[config.mk]
export PLATFORM = sky130hd
export DESIGN_NAME = mips32_mem_bus
export DESIGN_NICKNAME = d
export VERILOG_FILES = /design/src/rtl/mips32_mem_bus.sv
export SDC_FILE = /design/constraint.sdc
export NUM_CORES = 1
export LEC_CHECK = 0
export ABC_AREA = 1
export CAP_MARGIN = 40
export CORE_UTILIZATION = 51
export CTS_BUF_LIST = sky130_fd_sc_hd__clkbuf_8 sky130_fd_sc_hd__clkbuf_16
export DETAILED_ROUTE_END_ITERATION = 10
export PLACE_DENSITY = 0.91
export SLEW_MARGIN = 20
export SYNTH_ARGS = -nofsm -noshare
export SYNTH_HDL_FRONTEND = slang
export SYNTH_SLANG_ARGS = --single-unit
export TNS_END_PERCENT = 100
[constraint.sdc]
create_clock -name clk -period 4.9 [get_ports clk]
set_clock_uncertainty 0.15 [all_clocks]
set_input_delay 0.98 -clock clk [delete_from_list [all_inputs] [get_ports clk]]
set_output_delay 0.98 -clock clk [all_outputs]
set_load 0.01 [all_outputs]
[src/rtl/mips32_mem_bus.sv]
// Multi-cycle MIPS32 data-memory interconnect: decodes one CPU load/store to a bank,
// steers byte lanes, waits on the bank ack and records faults in a sticky register.
module mips32_mem_bus #(
  parameter int          NUM_BANKS      = 4,
  parameter logic [31:0] BASE_ADDR      = 32'h10010000,
  parameter int          BANK_ADDR_BITS = 13,
  parameter int          TIMEOUT        = 15
) (
  input  logic                        clk,
  input  logic                        rst,
  input  logic                        cpu_req,
  input  logic                        cpu_we,
  input  logic [31:0]                 cpu_addr,
  input  logic [1:0]                  cpu_size,
  input  logic                        cpu_sext,
  input  logic [31:0]                 cpu_wdata,
  output logic                        cpu_ack,
  output logic [31:0]                 cpu_rdata,
  output logic [NUM_BANKS-1:0]        bank_en,
  output logic [3:0]                  bank_we,
  output logic [BANK_ADDR_BITS-3:0]   bank_addr,
  output logic [31:0]                 bank_wdata,
  input  logic [32*NUM_BANKS-1:0]     bank_rdata,
  input  logic [NUM_BANKS-1:0]        bank_ack,
  output logic                        fault_valid,
  output logic [1:0]                  fault_cause,
  output logic [31:0]                 fault_addr,
  input  logic                        fault_clr
);

  typedef enum logic [1:0] {IDLE, ACCESS, RESP, FAULT} state_t;

  localparam logic [32:0] END_ADDR = {1'b0, BASE_ADDR} + (33'(NUM_BANKS) << BANK_ADDR_BITS);

  state_t      state, state_nxt;
  logic [7:0]  cnt;
  logic        req_we, req_sext;
  logic [1:0]  req_size;
  logic [31:0] req_addr;
  logic [31:0] rdata_q;

  logic                 bad_align, unmapped, timeout_hit;
  logic [29:0]          off_w, idx;
  logic [NUM_BANKS-1:0] sel;
  logic [31:0]          sel_rdata;
  logic                 sel_ack;

  function automatic logic [31:0] load_steer(input logic [31:0] w, input logic [1:0] lane,
                                             input logic [1:0] size, input logic sext);
    logic [7:0]  b;
    logic [15:0] h;
    case (lane)
      2'd0:    b = w[7:0];
      2'd1:    b = w[15:8];
      2'd2:    b = w[23:16];
      default: b = w[31:24];
    endcase
    h = lane[1] ? w[31:16] : w[15:0];
    case (size)
      2'd0:    return sext ? {{24{b[7]}}, b} : {24'h0, b};
      2'd1:    return sext ? {{16{h[15]}}, h} : {16'h0, h};
      default: return w;
    endcase
  endfunction

  function automatic logic [3:0] store_mask(input logic [1:0] size, input logic [1:0] lane);
    case (size)
      2'd0:    return 4'b0001 << lane;
      2'd1:    return 4'b0011 << lane;
      default: return 4'b1111;
    endcase
  endfunction

  function automatic logic [31:0] store_data(input logic [1:0] size, input logic [31:0] w);
    case (size)
      2'd0:    return {4{w[7:0]}};
      2'd1:    return {2{w[15:0]}};
      default: return w;
    endcase
  endfunction

  // Address checks and bank decode on the incoming request
  always_comb begin
    bad_align = (cpu_size == 2'd3) || (cpu_size == 2'd1 && cpu_addr[0]) ||
                (cpu_size == 2'd2 && cpu_addr[1:0] != 2'd0);
    unmapped  = (cpu_addr < BASE_ADDR) || ({1'b0, cpu_addr} >= END_ADDR);
    off_w     = cpu_addr[31:2] - BASE_ADDR[31:2];
    idx       = off_w >> (BANK_ADDR_BITS - 2);
    sel       = '0;
    for (int i = 0; i < NUM_BANKS; i++) sel[i] = (idx == 30'(i));
  end

  // Only the bank currently enabled may complete the access
  always_comb begin
    sel_rdata = '0;
    sel_ack   = 1'b0;
    for (int i = 0; i < NUM_BANKS; i++) begin
      if (bank_en[i]) begin
        sel_rdata = sel_rdata | bank_rdata[32*i +: 32];
        sel_ack   = sel_ack | bank_ack[i];
      end
    end
  end

  assign timeout_hit = (cnt + 8'd1 == 8'(TIMEOUT));

  always_comb begin
    state_nxt = state;
    case (state)
      IDLE:    if (cpu_req) state_nxt = (bad_align || unmapped) ? FAULT : ACCESS;
      ACCESS:  if (sel_ack) state_nxt = RESP;
               else if (timeout_hit) state_nxt = FAULT;
      RESP:    state_nxt = IDLE;
      FAULT:   if (fault_clr) state_nxt = IDLE;
      default: state_nxt = IDLE;
    endcase
  end

  always_ff @(posedge clk or negedge rst) begin
    if (!rst) state <= IDLE;
    else      state <= state_nxt;
  end

  always_ff @(posedge clk or negedge rst) begin
    if (!rst) begin
      cpu_ack     <= 1'b0;
      cpu_rdata   <= '0;
      bank_en     <= '0;
      bank_we     <= '0;
      bank_addr   <= '0;
      bank_wdata  <= '0;
      fault_valid <= 1'b0;
      fault_cause <= '0;
      fault_addr  <= '0;
      cnt         <= '0;
    end else begin
      cpu_ack   <= 1'b0;
      cpu_rdata <= '0;
      case (state)
        IDLE: if (cpu_req) begin
          if (bad_align || unmapped) begin
            fault_valid <= 1'b1;
            fault_cause <= bad_align ? 2'd2 : 2'd1;
            fault_addr  <= cpu_addr;
          end else begin
            bank_en    <= sel;
            bank_addr  <= off_w[BANK_ADDR_BITS-3:0];
            bank_we    <= cpu_we ? store_mask(cpu_size, cpu_addr[1:0]) : 4'b0000;
            bank_wdata <= store_data(cpu_size, cpu_wdata);
            cnt        <= '0;
          end
        end
        ACCESS: begin
          if (sel_ack || timeout_hit) begin
            bank_en <= '0;
            bank_we <= '0;
          end else begin
            cnt <= cnt + 8'd1;
          end
          if (!sel_ack && timeout_hit) begin
            fault_valid <= 1'b1;
            fault_cause <= 2'd3;
            fault_addr  <= req_addr;
          end
        end
        RESP: begin
          cpu_ack   <= 1'b1;
          cpu_rdata <= rdata_q;
        end
        FAULT: if (fault_clr) begin
          fault_valid <= 1'b0;
          fault_cause <= '0;
          fault_addr  <= '0;
        end
        default: ;
      endcase
    end
  end

  // Request attributes and the steered load result
  always_ff @(posedge clk) begin
    if (state == IDLE && cpu_req) begin
      req_we   <= cpu_we;
      req_size <= cpu_size;
      req_sext <= cpu_sext;
      req_addr <= cpu_addr;
    end
    if (state == ACCESS && sel_ack)
      rdata_q <= req_we ? 32'h0 : load_steer(sel_rdata, req_addr[1:0], req_size, req_sext);
  end

endmodule

==> impl_metrics.toml <==
[detailed_routing]
drc = 0
via_per_inst = 5.33
wl_per_cell_um = 16.8
antenna_left = 0
drt_iter0_markers = 841
firstDrtPassIters = 5
wl_um = 31900
num_vias = 10200

[global_routing]
grt_pass1_vias = 9353
grt_max_degree = 87
grt_pass1_wl_um = 48400
grtUsageTotal = 0.309
antenna_found_initial = 1
grt_overflow_total = 0

[power_and_ir_drop]
ir_worst_vdd_mv = 0.311
p_per_area_mw_per_mm2 = 339
p_comb_frac = 0.288
p_sw_frac = 0.328
clock_power_share = 0.291
intPower_mw = 3.26
pwr-share-seq = 0.421
p_switching_mw = 1.59
power_mw = 4.85
leakage_nw = 6.73

[finish]
nFillCells = 1491
nets = 1833
drive_gt1_frac = 0.0464
area_growth_pct = 39.4

[timing]
finalSetupTns_ns = 0
min_period_ns = 3.39
final-setup-viol-count = 0
worstMarginPinSlew_ns = 0.825
slew_headroom = 0.448
rsz0062_at_grt = "false"
drv_slew = 0
fin_crit_sh = 0.692
hold_viol = 0
max_freq_mhz = 295

[yosys]
yosysTopAreaCell = "dfrtp_1"
ys_ff_latch = 197
synth_top_cells_by_area = "dfrtp_1 31%, edfxtp_1 20%, nand2_1 16%"
synth_top_area_frac = 0.315
ys_warn_count = 0
synth_nets = 1536
synth_area_mm2 = 0.0103
synth_cell_types = 37
syn_area_per_cell_um2 = 7.73
yosysSeqAreaShare = 0.513
syn_inst = 1328

[clock_tree]
cts_root_buffer = "clkbuf_16"
clk_pin_slew_ns = 0.07
clk_latency_ns = 0.44
post_cts_buffers = 0
hold_buffers = 0
cts_made_buffers = 17
cts_sinks = 197
cts_tree = "built"
h-tree-depth = 4
ctsResizeCount = 0
cts_buffer_depth = 2

[setup_path]
crit_path_end_kind = "flop"
cp.required_ns = 5.08
cp_max_fo = 35
critical_path_class = "primary input to flop"
rr_worst_depth = 8
arrival_ns = 3.56
critPathLaunch = "cpu_size[0]"
r2r_start = "state[0]$_DFFE_PN0P_"
worstSetupStartpointType = "primary input"

[run]
drv_cap = 0

[floorplan]
rows = 51
die-area_mm2 = 0.0207
io_pins = 323
core_mm2 = 0.0196
start_util = 0.524
fp.dieH_um = 144
fp.dieW_um = 144

[place]
hpwl_um = 24100
io_buffers = 322
place.gp.congestion = 0.938

[run_status]
outcome = "finished clean"

[worst_hold_path]
worstHoldPathType = "primary input to async pin"
==> through the flow <==
| step | worst slack, ns | hold slack (ns) | util | cells | cell area, um^2 |
|---|---|---|---|---|---|
| 6_report | 1.51 | 0.273 | 0.730 | 1904 | 14300 |
| 2_1_floorplan | 1.79 | 0.298 | - | 1328 | 10300 |
| 5_1_grt | 1.27 | 0.275 | 0.730 | 1903 | 14300 |
| 3_5_place_dp | 1.08 | 0.312 | 0.699 | 1870 | 13700 |
| 4_1_cts | 1.56 | 0.270 | 0.730 | 1902 | 14300 |
| 3_3_place_gp | 1.22 | 0.305 | 0.695 | 1867 | 13600 |
==> cell usage in the layout, fill, tap and decap left out, types with 14 or more instances in the layout <==
cell type,netlist,layout
buf_4,5,15
nand4_1,14,14
o21ai_0,117,117
dfrtp_1,129,129
a21oi_1,31,31
nand2_1,450,450
nand3_1,88,88
edfxtp_1,68,68
clkdlybuf4s50_1,0,321
clkbuf_16,0,19
nor2_1,106,104
a22o_1,15,15
inv_1,172,173
==> sequential cells by signal (all words and copies together), names as in the netlist <==
| signal | flops |
|---|---|
| cpu_rdata | 32 |
| bank_we | 4 |
| state | 2 |
| req_we | 1 |
| fault_valid | 1 |
| cpu_ack | 1 |
| cnt | 8 |
| fault_cause | 2 |
| rdata_q | 32 |
| req_sext | 1 |
| req_size | 2 |
| fault_addr | 32 |
| bank_addr | 11 |
| bank_en | 4 |
| req_addr | 32 |
| bank_wdata | 32 |
==> power by group through the flow <==
stage                     clock, mW  sequential (mW)  combinational, mW
after floorplan                   0             2.10              0.657
after global placement            0             2.07               1.33
after detailed placement          0             2.06               1.39
after CTS                      1.42             2.04               1.39
after global routing           1.49             2.06               1.52
final                          1.41             2.04               1.40
==> critical path, cell delays in order <==
cell             delay (ns)
clkdlybuf4s50_1        0.61
inv_1                  0.07
nor2_1                 0.12
inv_1                  0.21
o21ai_2                0.22
nor2_1                 0.07
nand2_1                0.10
inv_2                  0.06
a21oi_4                0.49
nand2_4                0.39
nand2_1                0.16
nand2_1                0.07
==> cell usage after synthesis <==
cell type	count
nand2_4	1
nor2_2	5
a21oi_4	1
a211oi_1	1
o211ai_1	2
a21oi_1	31
edfxtp_1	68
or2_2	4
ha_1	4
o21ai_0	117
a22o_1	15
a31oi_1	8
buf_1	3
nor2_1	106
nand4_1	14
nand2_2	3
dfrtp_1	129
o21ai_1	9
xnor2_1	1
buf_4	5
clkinv_1	1
o22ai_1	9
nor3_1	7
nand3_1	88
nand2_1	450
nand3_2	3
a221oi_2	1
inv_1	172
inv_2	3
o21ai_2	1
nor2_4	2
clkbuf_1	29
a221oi_1	7
buf_6	5
nand3b_1	2
buf_2	20
o2111ai_1	1
==> layout make-up <==
cell class | count | area (um^2) | area share
clock inverter | 13 | 129 | 0.00901
antenna | 1 | 2.50 | 0.000175
timing repair buffer | 340 | 3410 | 0.238
multi-input combinational | 893 | 4030 | 0.282
sequential | 197 | 5270 | 0.368
tap | 265 | 332 | 0.0232
clock buffer | 19 | 475 | 0.0332
inverter | 176 | 661 | 0.0462
==> kinds of logic (layout without fill, tap and decap cells) <==
kind of cell	count (synthesis)	count (layout)	synth area share
AO/OA/AOI/OAI	203	203	0.113
XOR/XNOR	1	1	0.000854
adder cells (fa/ha/maj)	4	4	0.00488
buffers and inverters	238	548	0.0950
flip-flops	197	197	0.513
other	0	1	0
AND/OR/NAND/NOR	685	685	0.273
==> metal layers <==
layer	part of all wire	track usage	wire [um]
met4	0.023	0.102	731
met5	0	0	0
met2	0.47	0.491	15100
met1	0.41	0.426	13100
met3	0.092	0.0570	2950
==> worst paths after layout <==
check | endpoint | slack (ns)
setup / recovery | fault_addr[16]$_DFFE_PN0P_ | 1.51
hold / removal | cpu_rdata[13]$_DFF_PN0_ | 0.27
setup reg to reg | fault_addr[16]$_DFFE_PN0P_ | 1.95
hold reg to reg | cpu_rdata[27]$_DFF_PN0_ | 0.32
max in group asynchronous | fault_addr[20]$_DFFE_PN0P_ | 3.30
min in group clk | cpu_rdata[27]$_DFF_PN0_ | 0.32
(Power assumes the default switching activity.)
